$ cat src/rtl/sdp_ram_stream_reader.sv
// rtl/sdp_ram_stream_reader.sv - burst reader turning a registered-output RAM read port into a valid/ready stream
module sdp_ram_stream_reader #(
  parameter int DATA_WIDTH = 8,
  parameter int ADDR_WIDTH = 4
) (
  input  logic                  clock,
  input  logic                  reset,
  input  logic                  cmd_valid,
  output logic                  cmd_ready,
  input  logic [ADDR_WIDTH-1:0] cmd_addr,
  input  logic [ADDR_WIDTH:0]   cmd_count,
  output logic                  renable,
  output logic [ADDR_WIDTH-1:0] raddr,
  input  logic [DATA_WIDTH-1:0] rdata,
  output logic                  out_valid,
  input  logic                  out_ready,
  output logic [DATA_WIDTH-1:0] out_data,
  output logic                  out_last,
  output logic                  busy
);

  typedef enum logic [0:0] {
    IDLE = 1'b0,
    READ = 1'b1
  } state_t;

  state_t                state;
  logic [ADDR_WIDTH-1:0] addr;
  logic [ADDR_WIDTH:0]   remaining;
  logic [ADDR_WIDTH:0]   tosend;
  logic                  inflight;

  logic [DATA_WIDTH-1:0] fifo [3];
  logic [1:0]            wr_ptr;
  logic [1:0]            rd_ptr;
  logic [1:0]            occupancy;

  logic                  push;
  logic                  pop;
  logic [2:0]            outstanding;

  function automatic logic [1:0] ptr_next(input logic [1:0] ptr);
    return (ptr == 2'd2) ? 2'd0 : ptr + 2'd1;
  endfunction

  // Words held in the FIFO plus the one the RAM is fetching; capped at the FIFO depth.
  assign outstanding = {1'b0, occupancy} + {2'b00, inflight};

  assign renable   = (state == READ) && (remaining != '0) && (outstanding < 3'd3);
  assign raddr     = addr;
  assign cmd_ready = (state == IDLE);
  assign busy      = (state != IDLE);

  assign out_valid = (occupancy != 2'd0);
  assign out_data  = out_valid ? fifo[rd_ptr] : '0;
  assign out_last  = out_valid && (tosend == {{ADDR_WIDTH{1'b0}}, 1'b1});

  assign push = inflight;
  assign pop  = out_valid && out_ready;

  // Storage carries no reset; the pointers and occupancy decide what is live.
  always_ff @(posedge clock) begin
    if (push) begin
      fifo[wr_ptr] <= rdata;
    end
  end

  always_ff @(posedge clock) begin
    if (reset) begin
      state     <= IDLE;
      addr      <= '0;
      remaining <= '0;
      tosend    <= '0;
      inflight  <= 1'b0;
      wr_ptr    <= 2'd0;
      rd_ptr    <= 2'd0;
      occupancy <= 2'd0;
    end else begin
      inflight <= renable;

      if (push) begin
        wr_ptr <= ptr_next(wr_ptr);
      end
      if (pop) begin
        rd_ptr <= ptr_next(rd_ptr);
      end

      case ({push, pop})
        2'b10:   occupancy <= occupancy + 2'd1;
        2'b01:   occupancy <= occupancy - 2'd1;
        default: occupancy <= occupancy;
      endcase

      case (state)
        IDLE: begin
          if (cmd_valid && (cmd_count != '0)) begin
            state     <= READ;
            addr      <= cmd_addr;
            remaining <= cmd_count;
            tosend    <= cmd_count;
          end
        end
        READ: begin
          if (renable) begin
            addr      <= addr + 1'b1;
            remaining <= remaining - 1'b1;
          end
          if (pop) begin
            tosend <= tosend - 1'b1;
            if (out_last) begin
              state <= IDLE;
            end
          end
        end
        default: state <= IDLE;
      endcase
    end
  end

endmodule

$ cat config.mk
export PLATFORM = sky130hd
export DESIGN_NAME = sdp_ram_stream_reader
export DESIGN_NICKNAME = d
export VERILOG_FILES = /design/src/rtl/sdp_ram_stream_reader.sv
export SDC_FILE = /design/constraint.sdc
export NUM_CORES = 1
export LEC_CHECK = 0
export BUFFER_PORTS_ARGS = -buffer_cell sky130_fd_sc_hd__clkbuf_2
export CORE_MARGIN = 4
export CORE_UTILIZATION = 55
export DETAILED_ROUTE_END_ITERATION = 7
export HOLD_SLACK_MARGIN = 0.08
export PLACE_DENSITY_LB_ADDON = 0.25
export RECOVER_POWER = 25
export SLEW_MARGIN = 10
export SYNTH_ARGS = -nofsm -noshare
export SYNTH_HDL_FRONTEND = slang
export SYNTH_SLANG_ARGS = --single-unit
$ cat constraint.sdc
create_clock -name clock -period 2.5 [get_ports clock]
set_clock_uncertainty 0.05 [all_clocks]
set_input_delay 0.5 -clock clock [delete_from_list [all_inputs] [get_ports clock]]
set_output_delay 0.5 -clock clock [all_outputs]
set_load 0.02 [all_outputs]
==> results by group <==
Timing
  • Minimum clock period after layout: 2379 ps
  • Maximum operating frequency: 420.4 MHz
  • Setup-violating endpoint count in the final report: 0
  • RSZ-0062 raised after global routing: no
  • Measured slew at the worst slew-check pin: 804.5 ps
  • Normalized max-slew margin: 46.17%
  • Number of hold-slack violations in the final timing report: 0
  • Final worst path period share: 95.15%
  • Total negative slack for setup checks: 0 ps
  • Final number of max-transition violations: 0

Setup path
  • End point of the critical path: renable
  • Arrival time worst endpoint: 1830 ps
  • Slowest cell on crit path: sky130_fd_sc_hd__a2111oi_4
  • Critical-path cell list: ha_1 -> ha_1 -> a2111oi_4 -> clkbuf_2
  • Most used cell along the critical path: sky130_fd_sc_hd__ha_1
  • Max Fanout on Critical Path: 5
  • Depth of the worst register-to-register path: 7
  • Reg-to-Reg Start: occupancy[0]
  • Worst reg2reg setup slack: 360 ps
  • Beginning of the critical path: occupancy[0]
  • Critical setup path kind: reg -> out
  • Type of element launching the critical path: flip-flop
  • Capture instance of the worst register-to-register path: raddr[1]
  • Crit path largest cell delay: 410 ps
  • Crit. End Element: output pin
  • Required time at the worst-slack endpoint: 1950 ps

Floorplanning
  • Number of rows created at floorplan: 22
  • Die ar.: 5050 µm²
  • Overall die width: 71.06 µm
  • IO Count: 38
  • Area of the core region: 3744 µm²
  • Overall die height: 71.06 µm
  • Initial Util: 58.42%

Clock network
  • Count of instances resized after the clock tree is built: 0
  • CTS Root Cell: sky130_fd_sc_hd__clkbuf_8
  • Worst-skew pair later-pin latency: 300 ps
  • Clock tree from TritonCTS: done
  • # clock sinks: 48
  • Clock buffer count from CTS: 5
  • CTS H-tree lvls: 2
  • Postcts setup bufs: 0
  • Max Root-Sink Buffers: 2
  • Quantity of hold-fixing buffers added after cts: 0
  • Clock-pin transition on the worst setup and hold timing paths: 80 ps

Logic synthesis
  • Per-instance average area after synthesis: 10.27 µm²
  • Number of warnings printed during yosys synthesis: 0
  • Number of standard cells after synthesis: 213
  • Flip-flop and latch count after synthesis: 48
  • Netlist area before placement: 2187 µm²
  • Netlist cell types: 42
  • Sequential cell area fraction in the yosys report: 54.92%
  • Total nets after synthesis: 241

Power and ir drop
  • Pwr per Cell Area: 726.8 nW/µm²
  • Power after layout: 1.836 mW
  • Leakage Power: 0.9846 nW
  • VDD IR max: 0.4321 mV

Final layout
  • Final antenna diode count: 0
  • Layout cells sized above 1: 21.09%
  • Area used by multi-input combinational logic: 899.6 µm²
  • Commonest cells after routing, fill and taps aside: sky130_fd_sc_hd__nor2_1 (35), sky130_fd_sc_hd__a21oi_1 (29), sky130_fd_sc_hd__clkbuf_2 (29)
  • Design area: 2526 µm²
  • Layout net count: 283
  • Most common cell after layout, fill and taps aside: sky130_fd_sc_hd__nor2_1
  • Signed area change from the synthesized netlist to the final layout: 15.50%
  • Area taken by flip-flops and latches: 1201 µm²
  • Total of fill cells in the finished design: 304

Global route
  • First-pass GRT wire length: 6803 µm
  • Number of global-route vias before repair: 1515
  • Global route total overflow: 0
  • Global routing usage summed across all routing layers: 17.17%
  • Pin count of the biggest net entering global routing: 25
  • Initial antenna violation count: 0

Routing
  • First-pass iteration count of the detailed router: 4
  • Routed Antenna Nets: 0
  • Remaining DRCs: 0
  • Vias: 1666
  • Routed via count divided by cell count: 5.480
  • Detailed-route wire length per cell: 13.69 µm
  • Wire length reported by the detailed router: 4162 µm
  • Initial detailed-routing violation count: 108

Place
  • IO Port Bufs: 37
  • HPWL after detailed placement: 2983 µm
  • Final GP Congestion: 0.7563
  • Area post-placement: 2440 µm²

Status
  • Run status: finished clean

Hold path
  • Tightest Hold Check Type: in -> reg

Job
  • Number of maximum-capacitance violations: 0
## metrics by stage
stage          setup WS, ps  instances  utilization, %  hold WS (ps)
6_report              121.3        304           67.48         369.1
5_1_grt               48.83        304           67.48         347.6
2_1_floorplan         388.7        213               -         394.9
4_1_cts               107.6        304           67.75         339.8
3_3_place_gp          428.4        296           65.17         413.2
3_5_place_dp          376.9        296           65.17         418.8
## final cells by class
class	instances	area share, %
clock buffers	6	3.269
clock inverters	2	0.5448
inverters	11	1.634
multi-input cells	145	35.61
flip-flops and latches	48	47.55
well taps	48	2.377
repair buffers	44	9.014
## registers in the layout, summed over array words and instances (netlist names), named ones only
name       flops
remaining      5
occupancy      2
rd_ptr         2
tosend         5
fifo          24
raddr          4
inflight       1
wr_ptr         2
busy           1
## Yosys cell counts
cell	count	area, µm²
sky130_fd_sc_hd__nand3_1	1	5.000
sky130_fd_sc_hd__buf_1	1	3.750
sky130_fd_sc_hd__mux2i_1	9	90.09
sky130_fd_sc_hd__buf_6	1	11.26
sky130_fd_sc_hd__edfxtp_1	24	720.7
sky130_fd_sc_hd__nand2_1	14	52.55
sky130_fd_sc_hd__a221oi_1	1	8.760
sky130_fd_sc_hd__xnor2_1	2	17.52
sky130_fd_sc_hd__a221oi_2	1	15.01
sky130_fd_sc_hd__o21ai_1	1	5.000
sky130_fd_sc_hd__nor4_1	2	12.51
sky130_fd_sc_hd__a31oi_1	2	12.51
sky130_fd_sc_hd__a21oi_1	29	145.1
sky130_fd_sc_hd__a211oi_1	1	7.510
sky130_fd_sc_hd__o21ai_2	1	8.760
sky130_fd_sc_hd__clkbuf_1	6	22.52
sky130_fd_sc_hd__nand2b_1	2	12.51
sky130_fd_sc_hd__a311oi_1	1	8.760
sky130_fd_sc_hd__o31ai_1	1	7.510
sky130_fd_sc_hd__a2111oi_4	1	27.53
sky130_fd_sc_hd__ha_1	7	87.58
sky130_fd_sc_hd__xor2_1	1	8.760
sky130_fd_sc_hd__nor3_1	5	25.02
sky130_fd_sc_hd__a311oi_2	1	15.01
sky130_fd_sc_hd__o2bb2ai_1	1	8.760
sky130_fd_sc_hd__nor4b_2	1	15.01
sky130_fd_sc_hd__or2_1	1	6.260
sky130_fd_sc_hd__o32ai_1	1	8.760
sky130_fd_sc_hd__buf_4	1	7.510
sky130_fd_sc_hd__nor2_1	35	131.4
sky130_fd_sc_hd__dfxtp_1	24	480.5
sky130_fd_sc_hd__a211oi_2	2	25.02
sky130_fd_sc_hd__o31a_1	1	8.760
sky130_fd_sc_hd__or2_2	2	12.51
sky130_fd_sc_hd__and3_1	2	12.51
sky130_fd_sc_hd__o211ai_1	1	7.510
sky130_fd_sc_hd__o21ai_0	8	40.04
sky130_fd_sc_hd__mux2_2	1	11.26
sky130_fd_sc_hd__nor2b_1	3	18.77
sky130_fd_sc_hd__or3_1	2	12.51
sky130_fd_sc_hd__nor3b_1	1	7.510
sky130_fd_sc_hd__inv_1	11	41.29
## critical path, delay by kind of cell, from the launching register on
family,cells,cell delay (ps)
flip-flops,1,370
buffers and inverters,1,240
adder cells (fa/ha/maj),2,500
AO/OA/AOI/OAI,1,410
## routing by layer
| layer | wire length, µm | track usage (%) | vias to the layer above |
|---|---|---|---|
| li1 | - | - | 846 |
| met1 | 1988 | 23.16 | 774 |
| met2 | 1903 | 25.64 | 39 |
| met3 | 215 | 6.108 | 7 |
| met4 | 55 | 6.054 | 0 |
| met5 | 0 | 0 | - |
## worst min path at each step
stage | startpoint | cells after the start | slack, ps | endpoint
after floorplan | tosend[1] | 2 | 390 | tosend[1]
after global placement | tosend[1] | 2 | 410 | tosend[1]
after detailed placement | tosend[1] | 2 | 420 | tosend[1]
after CTS | rdata[2] | 1 | 340 | fifo[2][2]
after global routing | rdata[2] | 1 | 350 | fifo[0][2]
final | rdata[3] | 1 | 370 | fifo[2][3]
## where the power goes
part | leakage (nW) | internal (mW) | total (mW) | switching [mW]
Combinational | 0.520 | 0.172 | 0.426 | 0.254
Sequential | 0.413 | 0.874 | 0.928 | 0.0540
Clock | 0.0516 | 0.226 | 0.482 | 0.256
## kinds of logic after synthesis
logic type                 after synthesis  synth area share [%]
DFF                                     48                 54.92
buffers and inverters                   20                 3.947
and+or+nand+nor                         71                 14.82
xor gates and xnor gates                 3                 1.202
adders and majority gates                7                 4.004
AOI/OAI and AO/OA                       54                 16.48
muxes                                   10                 4.634
Power figures use the tool's default switching activity.
